--- config.mk ---
export PLATFORM = sky130hd
export DESIGN_NAME = adc_window_averager
export DESIGN_NICKNAME = d
export VERILOG_FILES = /design/src/rtl/adc_window_averager.sv
export SDC_FILE = /design/constraint.sdc
export NUM_CORES = 1
export LEC_CHECK = 0
export BUFFER_PORTS_ARGS = -buffer_cell sky130_fd_sc_hd__buf_4
export CAP_MARGIN = 20
export CORE_ASPECT_RATIO = 2
export CORE_UTILIZATION = 40
export DETAILED_ROUTE_END_ITERATION = 8
export GPL_TIMING_DRIVEN = 0
export PLACE_DENSITY = 0.68
export SYNTH_ARGS = -nofsm -noshare
export SYNTH_HDL_FRONTEND = slang
export SYNTH_SLANG_ARGS = --single-unit
--- constraint.sdc ---
create_clock -name clk_78MHz_i -period 3.2 [get_ports clk_78MHz_i]
set_clock_uncertainty 0.15 [all_clocks]
set_input_delay 0.64 -clock clk_78MHz_i [delete_from_list [all_inputs] [get_ports clk_78MHz_i]]
set_output_delay 0.64 -clock clk_78MHz_i [all_outputs]
set_load 0.1 [all_outputs]
--- src/rtl/adc_window_averager.sv ---
// adc_window_averager: averages blocks of 2^LOG2_N ADC codes on rising eoc_i
// edges and presents mean/min/max through a single-entry valid/ready register.
//
// Output register states:
//   state   | meaning
//   S_EMPTY | no result held, valid_o = 0
//   S_FULL  | result held, valid_o = 1, waiting for ready_i
module adc_window_averager #(
  parameter int LOG2_N = 4,
  parameter int CODE_W = 12
) (
  input  logic              clk_78MHz_i,
  input  logic              reset_i,
  input  logic              enable_i,
  input  logic [15:0]       data_i,
  input  logic              eoc_i,
  input  logic              ready_i,
  output logic [CODE_W-1:0] avg_o,
  output logic [CODE_W-1:0] min_o,
  output logic [CODE_W-1:0] max_o,
  output logic              valid_o,
  output logic              overrun_o
);

  // A zero-bit counter is not legal, so LOG2_N = 0 keeps a 1-bit counter pinned at 0.
  localparam int CNT_W = (LOG2_N > 0) ? LOG2_N : 1;
  localparam int ACC_W = CODE_W + LOG2_N;
  localparam logic [CNT_W-1:0] LAST_CNT = CNT_W'((1 << LOG2_N) - 1);
  localparam logic [CODE_W-1:0] CODE_MAX = {CODE_W{1'b1}};

  localparam logic [0:0] S_EMPTY = 1'b0;
  localparam logic [0:0] S_FULL  = 1'b1;

  logic              r_eoc_q;
  logic [CNT_W-1:0]  r_count;
  logic [ACC_W-1:0]  r_acc;
  logic [CODE_W-1:0] r_min;
  logic [CODE_W-1:0] r_max;
  logic [0:0]        r_state;
  logic [CODE_W-1:0] r_avg;
  logic [CODE_W-1:0] r_min_out;
  logic [CODE_W-1:0] r_max_out;
  logic              r_overrun;

  logic [CODE_W-1:0] w_code;
  logic              w_accept;
  logic              w_final;
  logic [ACC_W-1:0]  w_sum;
  logic [CODE_W-1:0] w_min_next;
  logic [CODE_W-1:0] w_max_next;

  assign w_code     = data_i[15 -: CODE_W];
  assign w_accept   = eoc_i & ~r_eoc_q & enable_i;
  assign w_final    = w_accept & (r_count == LAST_CNT);
  assign w_sum      = r_acc + ACC_W'(w_code);
  assign w_min_next = (w_code < r_min) ? w_code : r_min;
  assign w_max_next = (w_code > r_max) ? w_code : r_max;

  // Edge-detect register runs regardless of enable so re-enabling never fakes an edge.
  always_ff @(posedge clk_78MHz_i or posedge reset_i) begin
    if (reset_i) r_eoc_q <= 1'b0;
    else         r_eoc_q <= eoc_i;
  end

  // Window accumulation; cleared while disabled and after each completed window.
  always_ff @(posedge clk_78MHz_i or posedge reset_i) begin
    if (reset_i) begin
      r_count <= '0;
      r_acc   <= '0;
      r_min   <= CODE_MAX;
      r_max   <= '0;
    end else if (!enable_i || w_final) begin
      r_count <= '0;
      r_acc   <= '0;
      r_min   <= CODE_MAX;
      r_max   <= '0;
    end else if (w_accept) begin
      r_count <= r_count + CNT_W'(1);
      r_acc   <= w_sum;
      r_min   <= w_min_next;
      r_max   <= w_max_next;
    end
  end

  // Result register: a new result always wins; losing an untaken one sets overrun.
  always_ff @(posedge clk_78MHz_i or posedge reset_i) begin
    if (reset_i) begin
      r_state   <= S_EMPTY;
      r_avg     <= '0;
      r_min_out <= '0;
      r_max_out <= '0;
      r_overrun <= 1'b0;
    end else if (w_final) begin
      r_state   <= S_FULL;
      r_avg     <= w_sum[ACC_W-1 -: CODE_W];
      r_min_out <= w_min_next;
      r_max_out <= w_max_next;
      if (r_state == S_FULL && !ready_i) r_overrun <= 1'b1;
    end else if (r_state == S_FULL && ready_i) begin
      r_state <= S_EMPTY;
    end
  end

  assign avg_o     = r_avg;
  assign min_o     = r_min_out;
  assign max_o     = r_max_out;
  assign valid_o   = (r_state == S_FULL);
  assign overrun_o = r_overrun;

endmodule

==> results.ini, run 1 <==
[status]
status=finished clean

[final_layout]
layout.nets=632
fill_cells=1114
final_cell_mix=nand2_1 (86), dfrtp_1 (71), buf_4 (55), ha_1 (36), a21oi_1 (33)
final_common_cell=nand2_1
synthToLayoutAreaGrowth_pct=20.46
drive_gt1_share_pct=20.38
fin_area_mm2=0.005849
insertedDiodeCount=0
postLayoutCoreUtil_pct=49.69

[sta]
finalHoldViolCount=0
worst_pin_slew_ns=0.7324
setup_viol=0
fin_crit_sh_pct=80.79
fmax_mhz=386.8
relSlewSlack_pct=51.17
timing.hold.ws_ns=0.05017
min_period_ns=2.585
rsz0062_at_grt=false
drv_slew=0

[global_routing]
grt_pass1_vias=4149
antenna_found_initial=0
grt.total_usage_pct=22.54
grt_pass1_wl_um=20980
grt_max_degree=74
grt-ovfl-total=0

[setup_path]
rrSetupSlack_ns=0.65
r2r-end=max_o[1]$_DFFE_PP0P_
reg2reg_from=r_count[0]$_DFFE_PP0P_
end_kind=flop
worstPathMaxFanout=6
worst_setup_path_start_kind=input port
path_class=in -> reg
required_ns=3.28
reg2reg_depth=7
cp.arrival_ns=2.66

[logic_synthesis]
synth_cells=508
yosys.area_share.adder_pct=9.688
synth_top_family_by_area=compound AO/OA/AOI/OAI gates
synth_compound_gate_area_share_pct=17.73
ys_ff_latch=83
synth_mux_area_share_pct=3.607
synth_nets=566
synthSimpleGateAreaFrac_pct=17.26
syn_area_mm2=0.004856
synth_area_leaders=dfrtp_1 (37%), ha_1 (9.3%), nand2_1 (6.6%)
synth-seq-area-share_pct=43.08
ys.flop_type=dfrtp_1
synth_top_area_share_pct=36.59
async_flop_share_pct=100.0
post_synth_num_cell_types=57
postSynthAreaPerCell_um2=9.559
netlist.top_cell.by_area=dfrtp_1
yosysWarnings=0
yosys.area_share.xor_xnor_pct=2.705
synth_enable_flop_cells=0

[placement]
gp_congestion=0.8665
dp_hpwl_um=10040
io_buffers=54
detailed_place.area_mm2=0.005473

[routing]
wl_met1_um=4788
via_count=4087
wl_met3_um=542
viasPerCell=5.645
top_layer=met4
drc=0
avgRoutedWirePerCell_um=18.19
routed-wl-met2_um=7049
wl_um=13170
drtIter0Drc=197
dr.pass1.iters=4
final_antenna_net_count=0

[hold_path]
hold_path.class=in -> async

[clock_tree]
clk_latency_ns=0.34
path_clk_slew_ns=0.06
h-tree-depth=3
postCtsHoldBufs=0
cts-root-buf=clkbuf_16
cts_made_buffers=9
numClockSinks=83
cts_resized=0
cts_tree=done
clock_path_buffers=2
postCtsSetupBuffers=0

[floorplan]
pin_count=59
core_mm2=0.01177
row_count=56
die-area_mm2=0.01261
die_h_um=157.8
start_util_pct=41.25
die_w_um=79.91

[power_and_ir_drop]
max-vdd-ir-drop_mv=0.2715
cellLeakagePower_nw=2.819
power_density_mw_per_mm2=478.3

[job]
drv_cap=0

==> per-layer routing <==
layer / vias up / track usage [%]
li1: 1947 / -
met1: 1974 / 23.10
met2: 127 / 40.82
met3: 39 / 3.516
met4: 0 / 15.56
met5: - / 0
==> worst max-delay path, stage by stage <==
cell and delay [ns]:
buf_4 0.15, ha_1 0.21, inv_1 0.07, fa_1 0.18, nand2b_1 0.15, a21oi_1 0.10, o31ai_2 0.49, a21oi_1 0.17
xor2_1 0.22, mux2_2 0.28
==> power by group <==
part | leakage [nW] | switching (mW) | internal [mW]
Sequential | 1.11 | 0.0186 | 1.09
Combinational | 1.53 | 0.249 | 0.140
Clock | 0.183 | 0.420 | 0.885
Total | 2.82 | 0.688 | 2.11
==> state kept, by name, summed over array words and instances (netlist names), 4 cells and up <==
register and count:
r_acc 16, avg_o 12, max_o 12, min_o 12, r_max 12, r_min 12, r_count 4
==> cell families after synthesis <==
group / Yosys count
and+or+nand+nor: 172
AOI/OAI and AO/OA: 122
DFF: 83
buffers and inverters: 62
adders and majority gates: 37
muxes: 17
xor gates and xnor gates: 15
==> area by class of cell <==
cell class | instances | area [um^2] | area share (%)
multi-input cells | 363 | 2476 | 42.33
flip-flops and latches | 83 | 2092 | 35.76
repair buffers | 55 | 432.9 | 7.401
clock buffers | 12 | 256.5 | 4.385
well taps | 145 | 181.4 | 3.102
plain buffers | 31 | 171.4 | 2.930
clock inverters | 4 | 120.1 | 2.053
inverters | 31 | 118.9 | 2.032
==> through the flow <==
| step | power, mW | setup TNS (ns) | instances | setup WS (ns) |
|---|---|---|---|---|
| global route | 2.905 | 0 | 724 | 0.4938 |
| finish | 2.798 | 0 | 724 | 0.6148 |
| detailed placement | 1.510 | 0 | 708 | 0.2806 |
| floorplan | 1.383 | 0 | 508 | 0.2931 |
| CTS | 2.811 | 0 | 724 | 0.6518 |
| global placement | 1.491 | -46.23 | 707 | -0.6580 |
==> synthesized netlist by cell type (all sizes together), types with 3 or more instances <==
master	instances
o211ai	5
a32o	3
a31oi	13
o21ai	20
nor2	23
a21oi	34
dfrtp	71
nor4	10
nand3	20
o311ai	11
ha	36
a211oi	4
nor3	3
mux2	4
xnor2	11
xor2	4
mux2i	13
a21o	7
buf	20
nand4	6
clkbuf	11
nand2	86
inv	31
dfstp	12
and2	10
nand2b	6
a221o	12
==> worst max-delay path by stage <==
stage	from	to	slack [ns]
floorplan	reset_i	avg_o[0]$_DFFE_PP0P_	0.29
global placement	reset_i	avg_o[9]$_DFFE_PP0P_	-0.66
detailed placement	data_i[4]	avg_o[6]$_DFFE_PP0P_	0.28
CTS	data_i[4]	avg_o[6]$_DFFE_PP0P_	0.65
global route	data_i[4]	r_acc[14]$_DFFE_PP0P_	0.49
finish	data_i[4]	avg_o[6]$_DFFE_PP0P_	0.61
(Power assumes the default switching activity.)
==> inputs of run 2 (changes only) <==
PLACE_DENSITY = 0.71   (was 0.68)
clock period = 2.3 ns   (was 3.2 ns; I/O delays follow)
==> run 2 against run 1 <==
Effect of this change:
- the run now ends with negative setup slack left
- critical path depth stayed put
- global-route usage grew 1.5 points
- largest power group unchanged
- die area unchanged
- first-iteration DRC count is 34% higher
- clock power increased by 29%
- via count rose by 5.9%
- utilization grew 5.5 points
- final area grew 11%
- register-to-register slack worse by 0.88 ns
- largest cell class unchanged
- count of clock-buffer cells in the layout unchanged
==> results.ini, run 2 (synthesized netlist as in run 1, its figures left out) <==
[status]
status=finished with violations  ; was finished clean
violations=negative setup slack

[power_and_ir_drop]
p_switching_mw=1.041  ; was 0.6876 mW
cellLeakagePower_nw=2.980  ; was 2.819 nW
p_comb_share_pct=17.8  ; was 13.9%
seq_power_share_pct=39.3  ; was 39.4%
p_total_mw=3.912  ; was 2.798 mW
max-vdd-ir-drop_mv=0.4010  ; was 0.2715 mV
power_density_mw_per_mm2=602.3  ; was 478.3 mW/mm^2
switching_share_pct=26.62  ; was 24.58%
p_clk_share_pct=42.9  ; was 46.6%
intPower_mw=2.870  ; was 2.110 mW

[floorplan]
start_util_pct=41.25  ; unchanged
die_w_um=79.91  ; unchanged
row_count=56  ; unchanged
core_mm2=0.01177  ; unchanged
die_h_um=157.8  ; unchanged
pin_count=59  ; unchanged
die-area_mm2=0.01261  ; unchanged

[routing]
via_count=4330  ; was 4087
wl_met3_um=582  ; was 542 um
drtIter0Drc=263  ; was 197
viasPerCell=5.804  ; was 5.645
wl_met1_um=5009  ; was 4788 um
wl_um=14710  ; was 13170 um
top_layer=met4  ; unchanged
drc=0  ; unchanged
routed-wl-met2_um=8170  ; was 7049 um
avgRoutedWirePerCell_um=19.72  ; was 18.19 um
dr.pass1.iters=4  ; unchanged
final_antenna_net_count=0  ; unchanged

[global_routing]
grt-ovfl-total=0  ; unchanged
grt_max_degree=43  ; was 74
grt_pass1_wl_um=22530  ; was 20980 um
antenna_found_initial=0  ; unchanged
grt.total_usage_pct=24.06  ; was 22.54%
grt_pass1_vias=4434  ; was 4149

[clock_tree]
postCtsHoldBufs=0  ; unchanged
h-tree-depth=3  ; unchanged
numClockSinks=83  ; unchanged
cts-root-buf=clkbuf_16  ; unchanged
clk_latency_ns=0.34  ; about the same
path_clk_slew_ns=0.06  ; about the same
clock_path_buffers=2  ; unchanged
cts_tree=done  ; unchanged
cts_made_buffers=9  ; unchanged

[final_layout]
fin_area_mm2=0.006495  ; was 0.005849 mm^2
layout.nets=654  ; was 632
insertedDiodeCount=0  ; unchanged
fin_cells=746  ; was 724
final_cell_mix=nand2_1 (83), buf_4 (71), dfrtp_1 (71), a21oi_1 (27), ha_1 (27)  ; was nand2_1 (86), dfrtp_1 (71), buf_4 (55), ha_1 (36), a21oi_1 (33)
largest_reg_flops=16  ; unchanged
drive_gt1_share_pct=32.11  ; was 20.38%
final_common_cell=nand2_1  ; unchanged
synthToLayoutAreaGrowth_pct=33.75  ; was 20.46%
largest-register=r_acc  ; unchanged

[setup_path]
worstPathMaxFanout=5  ; was 6
cp_cell_sequence=inv_2 -> ha_4 -> a21o_1 -> a211oi_2 -> o211a_1 -> a221oi_2 -> buf_4 -> and2_4 -> buf_6 -> a221o_1  ; was buf_4 -> ha_1 -> inv_1 -> fa_1 -> nand2b_1 -> a21oi_1 -> o31ai_2 -> a21oi_1 -> xor2_1 -> mux2_2
required_ns=2.37  ; was 3.28 ns
worst_setup_path_start_kind=flop  ; was input port
path_class=reg -> reg  ; was in -> reg
crit_family=compound AO/OA/AOI/OAI gates  ; unchanged
cp.arrival_ns=2.61  ; was 2.66 ns
crit_buf_inv=3  ; was 2
slowest_delay_ns=0.53  ; was 0.49 ns
end_kind=flop  ; unchanged
critPathSlowestCell=dfstp_2  ; was o31ai_2

[sta]
timing.hold.ws_ns=0.01234  ; was 0.05017 ns
relSlewSlack_pct=56.37  ; was 51.17%
setup_viol=26  ; was 0
fin_crit_sh_pct=110.0
drv_slew=0  ; unchanged
rsz0062_at_grt=true  ; was false
worst_pin_slew_ns=0.6545  ; was 0.7324 ns
min_period_ns=2.530
setup_ws_ns=-0.2305  ; was 0.6148 ns
fmax_mhz=395.2
finalHoldViolCount=0  ; unchanged

[placement]
dp_hpwl_um=10360  ; was 10040 um
io_buffers=54  ; unchanged
place_ws_ns=-0.4097  ; was 0.2806 ns
dpl.cell_count=709  ; was 708
gp_congestion=0.9124  ; was 0.8665
detailed_place.area_mm2=0.005510  ; was 0.005473 mm^2

[job]
drv_cap=0  ; unchanged

[hold_path]
hold_path.class=in -> async  ; unchanged

## run 2: changes by cell type in the layout (fill, tap and decap cells not counted), moves of 5 or more
cell     delta
a21oi_1     -6
a31oi_1     -5
a31oi_4     +5
buf_4      +16
ha_1        -9
ha_4        +6
inv_1       -7
inv_2       +6
nor4_2      -6
nor4_4      +8
## run 2: cell type report
class                   instances  area, um^2
plain buffers                  31       201.4
clock buffers                  12       246.5
clock inverters                 4       97.59
fillers                      1020        5276
inverters                      31       122.6
multi-input cells             363        2889
flip-flops and latches         83        2092
well taps                     145       181.4
repair buffers                 77       664.4
## run 2: power by group through the flow
stage | clock network [mW] | registers [mW] | logic [mW]
finish | 1.68 | 1.54 | 0.696
global route | 1.75 | 1.54 | 0.756
CTS | 1.70 | 1.54 | 0.625
detailed placement | 0 | 1.56 | 0.553
global placement | 0 | 1.56 | 0.521
floorplan | 0 | 1.55 | 0.377
## run 2: worst paths after layout
kind | from | to | slack (ns) | cells after the start
worst max-delay path | r_min[9]$_DFFE_PP1P_ | min_o[5]$_DFFE_PP0P_ | -0.23 | 10
worst min-delay path | reset_i | max_o[10]$_DFFE_PP0P_ | 0.01 | 3
worst max register to register | r_min[9]$_DFFE_PP1P_ | min_o[5]$_DFFE_PP0P_ | -0.23 | 10
worst min register to register | avg_o[9]$_DFFE_PP0P_ | avg_o[9]$_DFFE_PP0P_ | 0.33 | 2
max in group asynchronous | reset_i | avg_o[1]$_DFFE_PP0P_ | 1.48 | 4
min in group clk_78MHz_i | eoc_i | r_eoc_q$_DFF_PP0_ | 0.09 | 1
## run 2: worst min-delay path, stage by stage
cell	delay, ns
buf_4	0.12
clkinvlp_4	0.07
buf_12	0.23
## run 2: metal layers
| layer | up-vias | track usage (%) |
|---|---|---|
| li1 | 2001 | - |
| met1 | 2135 | 23.31 |
| met2 | 141 | 45.67 |
| met3 | 53 | 3.170 |
| met4 | 0 | 16.16 |
| met5 | - | 0 |
## run 2: repair_timing
item                                    4_1_cts  5_1_grt
buffers inserted                             14        4
endpoints found under the setup margin       58       60
pin swaps                                    22       22
gates resized for setup                      42       49
hold endpoints to repair                      0        0
cloned                                        3        1
## run 2: metrics by stage
stage / TNS (ns) / util (%)
after global routing: -6.329 / 55.18
final: -4.173 / 55.18
after detailed placement: -17.19 / 46.81
after global placement: -15.18 / 46.47
after CTS: -3.801 / 52.74
after floorplan: 0 / -
==> inputs of run 3 (changes only) <==
CORE_UTILIZATION = 48   (was 40)
PLACE_DENSITY = 0.8   (was 0.71)
==> run 3 against run 2 <==
Effect of this change:
- the run still ends with negative setup slack left
- count of clock-buffer cells in the layout is 2 lower
- die area is 16% lower
- critical endpoint is now min_o[2]$_DFFE_PP0P_
- maximum frequency is 0.46% higher
- largest power group is now registers
- utilization is 8.3 points higher
- total power is 5.9% lower
- critical path type unchanged
- wire length is 5.9% lower
==> results.ini, run 3 (synthesized netlist as in run 1, its figures left out) <==
[final_layout]
largest-register=r_acc  ; unchanged
insertedDiodeCount=0  ; unchanged
final_cell_mix=nand2_1 (84), dfrtp_1 (71), buf_4 (66), ha_1 (30), a21oi_1 (29)  ; was nand2_1 (83), buf_4 (71), dfrtp_1 (71), a21oi_1 (27), ha_1 (27)
largest_reg_flops=16  ; unchanged
postLayoutCoreUtil_pct=63.44  ; was 55.18%
layout.nets=644  ; was 654
drive_gt1_share_pct=28.26  ; was 32.11%
final_common_cell=nand2_1  ; unchanged
synthToLayoutAreaGrowth_pct=27.54  ; was 33.75%

[clock_tree]
clk_latency_ns=0.34  ; about the same
postCtsHoldBufs=0  ; unchanged
h-tree-depth=3  ; unchanged
clock_path_buffers=2  ; unchanged
path_clk_slew_ns=0.07  ; was 0.06 ns
cts_tree=done  ; unchanged
cts-root-buf=clkbuf_16  ; unchanged
numClockSinks=83  ; unchanged
cts_made_buffers=9  ; unchanged

[setup_path]
reg2reg_from=r_min[9]$_DFFE_PP1P_  ; unchanged
crit_family=compound AO/OA/AOI/OAI gates  ; unchanged
cp_cell_sequence=inv_2 -> ha_4 -> a21o_1 -> a211oi_4 -> o211a_1 -> a221oi_4 -> buf_6 -> and2_4 -> buf_6 -> a221o_1  ; was inv_2 -> ha_4 -> a21o_1 -> a211oi_2 -> o211a_1 -> a221oi_2 -> buf_4 -> and2_4 -> buf_6 -> a221o_1
required_ns=2.38  ; was 2.37 ns
worst-path-stages=10  ; unchanged
end_kind=flop  ; unchanged
crit_buf_inv=3  ; unchanged
slowest_delay_ns=0.55  ; was 0.53 ns
path_class=reg -> reg  ; unchanged
crit_start=r_min[9]$_DFFE_PP1P_  ; unchanged
worstPathMaxFanout=10  ; was 5
r2r-end=min_o[2]$_DFFE_PP0P_  ; was min_o[5]$_DFFE_PP0P_
reg2reg_depth=10  ; unchanged
worst_setup_path_start_kind=flop  ; unchanged
critPathCapture=min_o[2]$_DFFE_PP0P_  ; was min_o[5]$_DFFE_PP0P_
critPathSlowestCell=dfstp_2  ; unchanged
rrSetupSlack_ns=-0.22  ; was -0.23 ns
crit_top_cell=buf_6
cp.arrival_ns=2.60  ; was 2.61 ns

[power_and_ir_drop]
switching_share_pct=28.58  ; was 26.62%
seq_power_share_pct=41.8  ; was 39.3%
cellLeakagePower_nw=2.907  ; was 2.980 nW
p_comb_share_pct=17.3  ; was 17.8%
p_switching_mw=1.052  ; was 1.041 mW
p_total_mw=3.680  ; was 3.912 mW
max-vdd-ir-drop_mv=0.5248  ; was 0.4010 mV
p_clk_share_pct=40.9  ; was 42.9%
power_density_mw_per_mm2=594.1  ; was 602.3 mW/mm^2
intPower_mw=2.628  ; was 2.870 mW

[routing]
avgRoutedWirePerCell_um=19.14  ; was 19.72 um
drc=0  ; unchanged
wl_um=13840  ; was 14710 um
dr.pass1.iters=5  ; was 4
final_antenna_net_count=0  ; unchanged
via_count=4276  ; was 4330
viasPerCell=5.914  ; was 5.804
drtIter0Drc=280  ; was 263

[floorplan]
die_w_um=73.12  ; was 79.91 um
die_h_um=144.2  ; was 157.8 um
pin_count=59  ; unchanged
die-area_mm2=0.01055  ; was 0.01261 mm^2
row_count=51  ; was 56
core_mm2=0.009763  ; was 0.01177 mm^2
start_util_pct=49.74  ; was 41.25%

[hold_path]
hold_path.class=in -> async  ; unchanged

[sta]
fmax_mhz=397.0  ; was 395.2 MHz
relSlewSlack_pct=55.50  ; was 56.37%
tns_ns=-4.140  ; was -4.173 ns
worst_pin_slew_ns=0.6675  ; was 0.6545 ns
fin_crit_sh_pct=109.5  ; was 110.0%
setup_ws_ns=-0.2188  ; was -0.2305 ns
rsz0062_at_grt=true  ; unchanged
finalHoldViolCount=0  ; unchanged
setup_viol=26  ; unchanged
min_period_ns=2.519  ; was 2.530 ns
drv_slew=0  ; unchanged
timing.hold.ws_ns=0.04179  ; was 0.01234 ns

[status]
violations=negative setup slack  ; unchanged
status=finished with violations  ; unchanged

[global_routing]
grt_pass1_vias=4348  ; was 4434
grt_pass1_wl_um=21260  ; was 22530 um
grt-ovfl-total=0  ; unchanged
grt.total_usage_pct=27.31  ; was 24.06%
grt_max_degree=35  ; was 43
antenna_found_initial=0  ; unchanged

[job]
drv_cap=0  ; unchanged

[placement]
gp_congestion=0.9327  ; was 0.9124
io_buffers=54  ; unchanged
place_ws_ns=-0.3564  ; was -0.4097 ns
dp_hpwl_um=9846  ; was 10360 um

run 3: cell count changes in the layout (fill, tap and decap cells not counted), sizes merged:
| cell | change |
|---|---|
| clkinv | +2 |
| bufinv | -2 |
| inv | +2 |
| clkbuf | -3 |
| buf | -9 |
run 3: how the worst min path moves through the flow:
stage | end | slack, ns | startpoint | cells past startpoint
5_1_grt | r_max[8]$_DFFE_PP0P_ | 0.09 | reset_i | 2
6_report | max_o[11]$_DFFE_PP0P_ | 0.04 | reset_i | 2
3_5_place_dp | avg_o[0]$_DFFE_PP0P_ | 0.33 | avg_o[0]$_DFFE_PP0P_ | 2
4_1_cts | avg_o[8]$_DFFE_PP0P_ | 0.06 | reset_i | 2
3_3_place_gp | overrun_o$_DFFE_PP0P_ | 0.31 | overrun_o$_DFFE_PP0P_ | 1
2_1_floorplan | r_acc[6]$_DFFE_PP0P_ | 0.32 | r_acc[6]$_DFFE_PP0P_ | 2
run 3: timing repair:
| item | 4_1_cts | 5_1_grt |
|---|---|---|
| cloned | 0 | 2 |
| gates resized for setup | 14 | 43 |
| pin swaps | 6 | 22 |
| endpoints found under the setup margin | 55 | 56 |
| setup buffers | 3 | 6 |
run 3: per-layer routing:
metal	vias to the layer above	global-route usage, %	wire [um]
li1	1969	-	-
met1	2054	27.52	4875
met2	182	48.59	7339
met3	71	4.460	635
met4	0	20.95	988
met5	-	0	0
run 3: metrics by stage:
stage	area, um^2	cells
6_report	6193	723
5_1_grt	6193	723
4_1_cts	5909	715
3_5_place_dp	5494	696
3_3_place_gp	5454	694
2_1_floorplan	4883	508
run 3: area by class of cell:
class | instances | area (um^2)
sequential | 83 | 2092
inverter | 31 | 120.1
tap | 132 | 165.2
fill | 740 | 3570
clock buffer | 10 | 239.0
timing repair buffer | 67 | 549.3
buffer | 31 | 190.2
clock inverter | 6 | 72.57
multi-input combinational | 363 | 2765
run 3: power by group through the flow:
stage | clock [mW] | combinational (mW) | sequential (mW)
5_1_grt | 1.58 | 0.691 | 1.54
6_report | 1.51 | 0.637 | 1.54
3_3_place_gp | 0 | 0.511 | 1.56
3_5_place_dp | 0 | 0.540 | 1.56
4_1_cts | 1.52 | 0.569 | 1.53
2_1_floorplan | 0 | 0.377 | 1.55
run 3: worst register-to-register path, cell delays in order, from the launching register on:
cell	delay, ns
dfstp_2	0.55
inv_2	0.05
ha_4	0.23
a21o_1	0.18
a211oi_4	0.22
o211a_1	0.22
a221oi_4	0.10
buf_6	0.15
and2_4	0.13
buf_6	0.13
a221o_1	0.30
